===== src/rtl/sdrc_arb_pkg.sv =====
// Shared types and constants for the SDRAM application-port arbiter.
// Build macro SDRC_ARB_PORT0_PRIO_EN: port 0 becomes fixed-highest priority.
package sdrc_arb_pkg;

    localparam int unsigned ARB_MAX_NP = 8;

    typedef enum logic [1:0] {
        ARB_IDLE = 2'd0,
        ARB_REQ  = 2'd1,
        ARB_WDAT = 2'd2,
        ARB_RDAT = 2'd3
    } arb_state_e;

`ifdef SDRC_ARB_PORT0_PRIO_EN
    localparam bit ARB_PORT0_PRIO = 1'b1;
`else
    localparam bit ARB_PORT0_PRIO = 1'b0;
`endif

endpackage


===== src/rtl/sdrc_rr_pick.sv =====
// Combinational round-robin picker: first requester after i_rr_ptr wins.
// With SDRC_ARB_PORT0_PRIO_EN, port 0 always wins and 1..NP-1 rotate.
module sdrc_rr_pick
    import sdrc_arb_pkg::*;
#(
    parameter int unsigned NP = 4,
    parameter int unsigned IW = 2
) (
    input  logic [NP-1:0] i_req,
    input  logic [IW-1:0] i_rr_ptr,
    output logic [NP-1:0] o_gnt,
    output logic [IW-1:0] o_idx,
    output logic          o_any
);

    logic [NP-1:0] w_gnt;
    logic [IW-1:0] w_idx;
    logic          w_any;

    always_comb begin
        logic [IW-1:0] w_cand;
        w_gnt  = '0;
        w_idx  = '0;
        w_any  = 1'b0;
        w_cand = '0;
        // Scan rr_ptr+1 .. rr_ptr+NP modulo NP; port 0 excluded in priority mode.
        for (int unsigned k = 1; k <= NP; k++) begin
            w_cand = IW'((32'(i_rr_ptr) + k) % NP);
            if (!w_any && i_req[w_cand] && !(ARB_PORT0_PRIO && (w_cand == '0))) begin
                w_any         = 1'b1;
                w_idx         = w_cand;
                w_gnt[w_cand] = 1'b1;
            end
        end
        if (ARB_PORT0_PRIO && i_req[0]) begin
            w_gnt = NP'(1);
            w_idx = '0;
            w_any = 1'b1;
        end
    end

    assign o_gnt = w_gnt;
    assign o_idx = w_idx;
    assign o_any = w_any;

endmodule


===== src/rtl/sdrc_app_arb.sv =====
// Round-robin arbiter sharing the SDRAM controller application port among NP requesters.
// One whole burst in flight at a time; build macro SDRC_ARB_PORT0_PRIO_EN gives port 0 priority.
module sdrc_app_arb
    import sdrc_arb_pkg::*;
#(
    parameter int unsigned NP     = 4,
    parameter int unsigned APP_AW = 26,
    parameter int unsigned APP_DW = 32,
    parameter int unsigned APP_BW = 4,
    parameter int unsigned BL     = 9
) (
    input  logic                 sdram_clk,
    input  logic                 sdram_resetn,
    input  logic [NP-1:0]        p_req,
    input  logic [NP*APP_AW-1:0] p_addr,
    input  logic [NP*BL-1:0]     p_len,
    input  logic [NP-1:0]        p_wr_n,
    output logic [NP-1:0]        p_ack,
    input  logic [NP*APP_DW-1:0] p_wr_data,
    input  logic [NP*APP_BW-1:0] p_wr_en_n,
    output logic [NP-1:0]        p_wr_next,
    output logic [NP-1:0]        p_rd_valid,
    output logic [NP-1:0]        p_last,
    output logic [APP_DW-1:0]    p_rd_data,
    output logic                 app_req,
    output logic [APP_AW-1:0]    app_req_addr,
    output logic [BL-1:0]        app_req_len,
    output logic                 app_req_wr_n,
    input  logic                 app_req_ack,
    output logic [APP_DW-1:0]    app_wr_data,
    output logic [APP_BW-1:0]    app_wr_en_n,
    input  logic                 app_wr_next_req,
    input  logic                 app_rd_valid,
    input  logic                 app_last_rd,
    input  logic                 app_last_wr,
    input  logic [APP_DW-1:0]    app_rd_data,
    output logic                 arb_busy,
    output logic [NP-1:0]        arb_gnt
);

    localparam int unsigned IW = (NP > 1) ? $clog2(NP) : 1;

    if (NP < 2 || NP > ARB_MAX_NP) begin : g_bad_np
        $error("sdrc_app_arb: NP out of supported range");
    end

    arb_state_e        r_state, w_state_nxt;
    logic [NP-1:0]     r_gnt, w_gnt_nxt;
    logic [IW-1:0]     r_gidx, w_gidx_nxt;
    logic [IW-1:0]     r_rr_ptr, w_rr_nxt;
    logic [APP_AW-1:0] r_addr, w_addr_nxt;
    logic [BL-1:0]     r_len, w_len_nxt;
    logic              r_wr_n, w_wr_n_nxt;
    logic [BL-1:0]     r_cnt, w_cnt_nxt;

    logic [NP-1:0]     w_pick_gnt;
    logic [IW-1:0]     w_pick_idx;
    logic              w_pick_any;
    logic [APP_AW-1:0] w_sel_addr;
    logic [BL-1:0]     w_sel_len;
    logic              w_sel_wr_n;
    logic              w_in_wdat;
    logic              w_in_rdat;
    logic              w_wr_done;
    logic              w_rd_done;

    sdrc_rr_pick #(
        .NP (NP),
        .IW (IW)
    ) u_pick (
        .i_req    (p_req),
        .i_rr_ptr (r_rr_ptr),
        .o_gnt    (w_pick_gnt),
        .o_idx    (w_pick_idx),
        .o_any    (w_pick_any)
    );

    assign w_sel_addr = p_addr[32'(w_pick_idx) * APP_AW +: APP_AW];
    assign w_sel_len  = p_len[32'(w_pick_idx) * BL +: BL];
    assign w_sel_wr_n = p_wr_n[w_pick_idx];

    assign w_in_wdat = (r_state == ARB_WDAT);
    assign w_in_rdat = (r_state == ARB_RDAT);
    // Write burst ends on the controller's last strobe or on the final counted beat.
    assign w_wr_done = w_in_wdat && (app_last_wr || (app_wr_next_req && (r_cnt == BL'(1))));
    assign w_rd_done = w_in_rdat && app_rd_valid && app_last_rd;

    always_ff @(posedge sdram_clk or negedge sdram_resetn) begin
        if (!sdram_resetn) begin
            r_state  <= ARB_IDLE;
            r_gnt    <= '0;
            r_gidx   <= '0;
            r_rr_ptr <= IW'(NP - 1);
            r_addr   <= '0;
            r_len    <= '0;
            r_wr_n   <= 1'b0;
            r_cnt    <= '0;
        end else begin
            r_state  <= w_state_nxt;
            r_gnt    <= w_gnt_nxt;
            r_gidx   <= w_gidx_nxt;
            r_rr_ptr <= w_rr_nxt;
            r_addr   <= w_addr_nxt;
            r_len    <= w_len_nxt;
            r_wr_n   <= w_wr_n_nxt;
            r_cnt    <= w_cnt_nxt;
        end
    end

    always_comb begin
        w_state_nxt = r_state;
        w_gnt_nxt   = r_gnt;
        w_gidx_nxt  = r_gidx;
        w_rr_nxt    = r_rr_ptr;
        w_addr_nxt  = r_addr;
        w_len_nxt   = r_len;
        w_wr_n_nxt  = r_wr_n;
        w_cnt_nxt   = r_cnt;
        case (r_state)
            ARB_IDLE: begin
                if (w_pick_any) begin
                    w_state_nxt = ARB_REQ;
                    w_gnt_nxt   = w_pick_gnt;
                    w_gidx_nxt  = w_pick_idx;
                    w_addr_nxt  = w_sel_addr;
                    w_len_nxt   = w_sel_len;
                    w_wr_n_nxt  = w_sel_wr_n;
                end
            end
            ARB_REQ: begin
                if (app_req_ack) begin
                    // In priority mode port 0 grants leave the rotation untouched.
                    if (!(ARB_PORT0_PRIO && (r_gidx == '0))) begin
                        w_rr_nxt = r_gidx;
                    end
                    w_cnt_nxt   = (r_len == '0) ? BL'(1) : r_len;
                    w_state_nxt = r_wr_n ? ARB_RDAT : ARB_WDAT;
                end
            end
            ARB_WDAT: begin
                if (app_wr_next_req) begin
                    w_cnt_nxt = r_cnt - BL'(1);
                end
                if (w_wr_done) begin
                    w_state_nxt = ARB_IDLE;
                    w_gnt_nxt   = '0;
                end
            end
            ARB_RDAT: begin
                if (w_rd_done) begin
                    w_state_nxt = ARB_IDLE;
                    w_gnt_nxt   = '0;
                end
            end
            default: begin
                w_state_nxt = ARB_IDLE;
                w_gnt_nxt   = '0;
            end
        endcase
    end

    assign app_req      = (r_state == ARB_REQ);
    assign app_req_addr = r_addr;
    assign app_req_len  = r_len;
    assign app_req_wr_n = r_wr_n;
    assign arb_busy     = (r_state != ARB_IDLE);
    assign arb_gnt      = r_gnt;

    // Data-phase steering; strobes outside the data states are not routed.
    assign app_wr_data = w_in_wdat ? p_wr_data[32'(r_gidx) * APP_DW +: APP_DW] : '0;
    assign app_wr_en_n = w_in_wdat ? p_wr_en_n[32'(r_gidx) * APP_BW +: APP_BW] : '1;
    assign p_ack       = ((r_state == ARB_REQ) && app_req_ack) ? r_gnt : '0;
    assign p_wr_next   = (w_in_wdat && app_wr_next_req) ? r_gnt : '0;
    assign p_rd_valid  = (w_in_rdat && app_rd_valid) ? r_gnt : '0;
    assign p_rd_data   = w_in_rdat ? app_rd_data : '0;
    assign p_last      = (w_wr_done || w_rd_done) ? r_gnt : '0;

    // A granted requester must hold p_req until it sees p_ack.
    a_req_held: assert property (@(posedge sdram_clk) disable iff (!sdram_resetn)
        (r_state == ARB_REQ) |-> |(p_req & r_gnt))
        else $error("sdrc_app_arb: granted requester dropped p_req before p_ack");

endmodule

===== config.mk =====
export PLATFORM = sky130hd
export DESIGN_NAME = sdrc_app_arb
export DESIGN_NICKNAME = d
export VERILOG_FILES = /design/src/rtl/sdrc_arb_pkg.sv /design/src/rtl/sdrc_rr_pick.sv /design/src/rtl/sdrc_app_arb.sv
export SDC_FILE = /design/constraint.sdc
export NUM_CORES = 1
export LEC_CHECK = 0
export BUFFER_PORTS_ARGS = -buffer_cell sky130_fd_sc_hd__clkbuf_2
export CORE_AREA = 2 2 177 179
export DETAILED_ROUTE_END_ITERATION = 8
export DIE_AREA = 0 0 179 181
export PLACE_DENSITY = 0.49
export SETUP_SLACK_MARGIN = 0.02
export SKIP_LAST_GASP = 1
export SLEW_MARGIN = 20
export SYNTH_ARGS = -nofsm -noshare
export SYNTH_HDL_FRONTEND = slang
export SYNTH_SLANG_ARGS = --single-unit
export TNS_END_PERCENT = 30

===== constraint.sdc =====
create_clock -name sdram_clk -period 3.2 [get_ports sdram_clk]
set_input_delay 0.32 -clock sdram_clk [delete_from_list [all_inputs] [get_ports sdram_clk]]
set_output_delay 0.32 -clock sdram_clk [all_outputs]
set_load 0.02 [all_outputs]

; Word-level counts from Yosys, hierarchy flattened
; Index checks and enable logic that the tools add are counted.
[word_totals]
register_bits = 55
[classes]
addsub = 5
n_mul = 2
magnitude_cmp = 9
eq_ne = 9
shifts = 4
muxes = 51
bitwise_logic = 3
n_reduce_logical = 28
[op_table]
columns = op, n
row1 = indexed part select 128 x 8 -> 32 bit, 1
row2 = indexed part select 104 x 8 -> 26 bit, 1
row3 = two-way mux 32 bit, 2
row4 = two-way mux 4 bit, 12
row5 = indexed part select 36 x 7 -> 9 bit, 1
row6 = two-way mux 9 bit, 3
row7 = one-hot mux 9 bit (2 select lines), 1
row8 = two-way mux 2 bit, 8
row9 = indexed part select 16 x 5 -> 4 bit, 1
row10 = "less-than comparator 2 x 3 -> 1 bit, second input constant", 5
row11 = two-way mux 1 bit, 14
row12 = logical AND 1 bit, 13
row13 = "multiplier 2 x 4 -> 6 bit, second input constant", 2
row14 = bitwise OR 4 bit, 3
row15 = one-hot mux 4 bit (3 select lines), 1
row16 = binary-select mux 1 bit (select 2 bit), 5
row17 = "equality test 9 x 1 -> 1 bit, second input constant", 1
row18 = zero test 9 bit, 1
row19 = "subtractor 9 x 1 -> 9 bit, second input constant", 1
row20 = demux 1 bit (select 2 bit), 4
row21 = ">= comparator 2 x 1 -> 1 bit, second input constant", 4
row22 = "!= test 2 x 1 -> 1 bit, second input constant", 4
row23 = one-hot mux 2 bit (4 select lines), 1
row24 = AND reduction 4 bit, 2
row25 = 12 further kinds, 20

; Depth between registers and ports, before layout
[logic_depth]
ltp_word = 15
depth_mapped = 12

; Modules after synthesis
; From an unflattened synthesis, not the netlist that was laid out.
[hier_totals]
hier_cells = 454
hier_area_um2 = 5480.3
[modules_own_cells]
columns = mod, instances, cells_each, area_each_um2, seq_area_each_um2
row1 = sdrc_app_arb, 1, 368, 4850.9, 1378.8
row2 = sdrc_rr_pick, 1, 86, 629.4, 0.0

; Least setup slack after synthesis
; OpenSTA, ideal clock, no wires.
[synth_path]
path_kind = reg-to-reg
start = reg r_rr_ptr[1]
end = reg r_addr[0], in the netlist app_req_addr[0]
setup_ps = 126
t_arrival_ps = 2713
slack_ps = 361
stages_incl_launch_ff = 12
n_path_buf = 3
cell_sequence = dfstp_2 -> clkbuf_1 -> inv_1 -> ha_1 -> mux4_2 -> o21ba_1 -> o221a_1 -> buf_4 -> buf_6 -> nand2_1 -> nand2_1 -> a221o_1
[synth_between]
elab_chain_cells = 15
[synth_rtl]
columns = element, line_no
row1 = from (decl), sdrc_app_arb.sv:50  ; logic [IW-1:0] r_rr_ptr, w_rr_nxt;
row2 = from (signal assigned), sdrc_app_arb.sv:93  ; r_rr_ptr <= IW'(NP - 1);
row3 = from (signal assigned), sdrc_app_arb.sv:102  ; r_rr_ptr <= w_rr_nxt;
row4 = adder 2 x 1 -> 2 bit, sdrc_rr_pick.sv:28  ; w_cand = IW'((32'(i_rr_ptr) + k) % NP);
row5 = binary-select mux 1 bit (select 2 bit), sdrc_rr_pick.sv:29  ; if (!w_any && i_req[w_cand] && !(ARB_PORT0_PRIO && (w_cand == '0))) begin
row6 = two-way mux 1 bit (not written as such), sdrc_rr_pick.sv:29
row7 = two-way mux 1 bit, sdrc_rr_pick.sv:29
row8 = zero test 1 bit, sdrc_rr_pick.sv:29
row9 = logical AND 1 bit, sdrc_rr_pick.sv:29
row10 = two-way mux 1 bit, sdrc_rr_pick.sv:29
row11 = zero test 1 bit, sdrc_rr_pick.sv:29
row12 = logical AND 1 bit, sdrc_rr_pick.sv:29
row13 = two-way mux 1 bit, sdrc_rr_pick.sv:29
row14 = zero test 1 bit, sdrc_rr_pick.sv:29
row15 = logical AND 1 bit, sdrc_rr_pick.sv:29
row16 = two-way mux 2 bit, sdrc_rr_pick.sv:29
row17 = multiplier 2 x 4 -> 6 bit, sdrc_app_arb.sv:78  ; assign w_sel_addr = p_addr[32'(w_pick_idx) * APP_AW +: APP_AW];
row18 = indexed part select 104 x 8 -> 26 bit, sdrc_app_arb.sv:78
row19 = to (signal assigned), sdrc_app_arb.sv:103  ; r_addr <= w_addr_nxt;
row20 = to (decl), sdrc_app_arb.sv:51  ; logic [APP_AW-1:0] r_addr, w_addr_nxt;
; Parallel ways exist; a longest one is shown, timed or not. The select of a mux whose other input is x is not followed.
; A chain may end at the register's enable or synchronous reset.

; Worst setup path after layout
[layout_path]
start = reg r_rr_ptr[0]
end = reg r_addr[14], in the netlist app_req_addr[14]
; The elaborated chain is that of the path after synthesis.

==> impl_results.md <==
- Status: finished clean
- Die area: 32400 um^2
- Mapped Cells: 628
- Worst setup path category: reg2reg
- Detailed Place HPWL: 23600 um
- Synth Net Count: 969
- Tightest Pin Transition: 857 ps
- Vias in the first global route: 6496
- Via count: 6572
- Async S/R FF share, synth: 100%
- Slew Limit Fails: 0
- Final hold vios: 0
- Combinational fraction of design power: 73.2%
- Overall routing resource usage: 16.9%
- IR drop worst, VDD: 0.571 mV
- GRT overflow: 0
- FF+latch area: 1380 um^2
- Setup TNS: 0 ps
- Netlist Area Pre-Place: 5150 um^2
- Slowest stage delay, CP: 650 ps
- CP cell instances: inv_1 > ha_1 > mux4_2 > buf_4 > nand2_1 > o221a_2 > buf_12 > nand2_1 > a21oi_2 > a221o_1
- Site Rows: 64
- H-tree levels: 2
- Slowest cell on the critical path: dfstp_2
- Pwr Density: 944 nW/um^2
- EDFF count, synth: 0
- Hold Crit Class: in2async
- Clk buf depth: 2
- Crit-path most repeated cell: nand2_1
- Starting Density: 17.0%
- DR WL/cell: 19.7 um
- Share of cells above drive strength 1: 50.6%
- Sink Count: 55
- Share of power burned in registers: 19.0%
- Leak: 4.37 nW
- Hold-fix buffers at CTS: 0
- Final wirelength: 28600 um
- DP Area: 7860 um^2
- Global-route wire length before repair: 40700 um
- Crit. End Element: flop
- Core area: 30300 um^2
- I/O pins: 457
- Clock skew: 6.84 ps
- Min Hold Slack: 1.30 ps
- Period minus WS final: 3040 ps
- Worst-path clk slew: 80 ps
- Die Ht: 181 um
- Final Setup Violations: 0
- Pin count of the biggest net entering global routing: 73
- Cts bufs inserted: 5
- Max FO, Critical Path: 72
- Flop and latch count out of synthesis: 55
- Gpl congestion: 0.890
- CTS tree: yes
- Syn avg cell area: 8.21 um^2
- Net count, final: 1388
- Total internal power: 0.00357 W
- Antenna violations before repair: 12
- Area Overhead vs Synth: 56.0%
- Final Util: 26.5%
- Final instance area: 8040 um^2
- # port buffers: 456
- CTS Root Cell: clkbuf_16
- Die X: 179 um
- Max-cap viol count: 0
- Yosys warns: 0
- Layout fillers: 3411
- Total power: 0.00759 W
- Clk pwr share: 7.9%
- Post-route antenna net violation count: 0
- Multi-input logic area: 3510 um^2
- RSZ-0062 raised after global routing: yes
- Clk_lat worst skew: 300 ps
- Post-route clock period utilization: 95.0%
- Count of TritonRoute iterations in the first routing pass: 4
- Detailed-route DRC error count: 0
- Max Fclk: 329 MHz
- CP required: 3440 ps
- Sw Ratio: 53.0%
- WP data arrival: 3280 ps
- Worst Setup Start Kind: flop
- Sequential element share of the synthesized area: 26.7%
- Via-per-instance ratio: 4.52
- Synth cell types: 47
- Slew HR: 42.9%
- Drt initial violations: 271
- NetSw: 0.00402 W
- Synth Flop Type: dfrtp_1
## area by class of cell
| cell class | count | area share (%) |
|---|---|---|
| Multi-Input combinational cell | 511 | 43.7 |
| Timing Repair Buffer | 470 | 30.6 |
| Sequential cell | 55 | 17.2 |
| Tap cell | 396 | 6.16 |
| Clock buffer | 6 | 1.73 |
| Antenna cell | 9 | 0.280 |
| Inverter | 4 | 0.187 |
| Clock inverter | 2 | 0.171 |
## per-stage QoR
stage | worst slack [ps] | std cells
floorplan | 361 | 628
global placement | 101 | 1436
detailed placement | 49.0 | 1436
CTS | 50.6 | 1444
global route | -22.5 | 1452
finish | 161 | 1453
## layout by cell type, fill, tap and decap left out, types with 2 or more instances in the layout
master	netlist	final
and3_1	44	44
clkbuf_2	0	456
diode_2	0	9
and2_1	39	39
o21ai_0	17	17
nand2_1	198	198
a221o_1	36	36
o22ai_1	5	5
nor2b_4	0	2
a221oi_1	4	4
a21oi_1	44	43
or2_2	2	2
dfstp_2	2	2
buf_4	4	8
nor2_1	20	20
a211oi_1	3	3
nor4_1	4	4
ha_1	10	10
dfrtp_2	0	2
mux2i_1	2	2
a32oi_1	2	2
nand3_1	4	4
nor2b_1	5	3
dfrtp_1	53	51
clkbuf_16	0	5
buf_12	0	6
a22oi_1	7	7
inv_1	4	4
mux4_2	39	39
nand2b_1	7	7
## cells by family (layout without fill, tap and decap cells)
kind of cell             count (synthesis)  count (layout)  share of synthesized area, %
AO/OA/AOI/OAI                          130             130                          18.1
XOR/XNOR                                 1               1                         0.170
adder cells (fa/ha/maj)                 10              10                          2.43
buffers and inverters                   62             482                          5.73
flip-flops                              55              55                          26.7
multiplexers                            41              41                          17.4
other                                    0               9                             0
AND/OR/NAND/NOR                        329             329                          29.4
## sequential cells by signal, summed over array words and instances, names as in the netlist
register / flops
r_rr_ptr: 2
r_cnt: 9
app_req_wr_n: 1
arb_gnt: 4
r_state: 2
app_req_addr: 26
app_req_len: 9
r_gidx: 2
## synthesized netlist by cell type (8+ instances only)
| cell | count | area, um^2 |
|---|---|---|
| mux4_2 | 39 | 878 |
| a21oi_1 | 44 | 220 |
| o21ai_0 | 17 | 85.1 |
| and2_1 | 39 | 244 |
| and3_1 | 44 | 275 |
| dfrtp_1 | 53 | 1330 |
| a221o_1 | 36 | 360 |
| buf_2 | 8 | 40.0 |
| ha_1 | 10 | 125 |
| nand2_1 | 198 | 743 |
| clkbuf_1 | 34 | 128 |
| nor2_1 | 20 | 75.1 |
## path summary, 6_finish.rpt
kind,start,endpoint,slack [ps],depth (start not counted)
min in group sdram_clk,p_len[10],app_req_len[1],330,4
min,sdram_resetn,app_req_len[1],1,2
min reg2reg,r_cnt[7],r_cnt[7],490,2
max in group asynchronous,sdram_resetn,r_rr_ptr[1],2830,2
max,r_rr_ptr[0],app_req_addr[14],160,10
max reg2reg,r_rr_ptr[0],app_req_addr[14],160,10
## metal layers
metal	track usage (%)	up-vias	wire, um
met5	0	-	32
met4	8.03	4	1260
met3	3.72	45	2330
met2	30.3	346	14300
met1	18.8	3068	10700
li1	-	3109	-
## power by group through the flow
stage	clock network (W)	logic (W)	registers, W
3_5_place_dp	0	0.00566	0.00146
2_1_floorplan	0	0.00378	0.00153
3_3_place_gp	0	0.00561	0.00146
4_1_cts	0.000634	0.00564	0.00146
6_report	0.000597	0.00555	0.00144
5_1_grt	0.000651	0.00614	0.00150
## critical path, delay by kind of cell, from the launching register on
family                   cells  cell delay, ps
adder cells (fa/ha/maj)      1             390
flip-flops                   1             650
multiplexers                 1             320
buffers and inverters        3             630
AND/OR/NAND/NOR              2             260
AO/OA/AOI/OAI                3             670
## repair_timing
item	CTS	global route
buffers inserted	0	0
setup endpoints to repair	0	3
gates resized for setup	0	1
(Power assumes the default switching activity.)
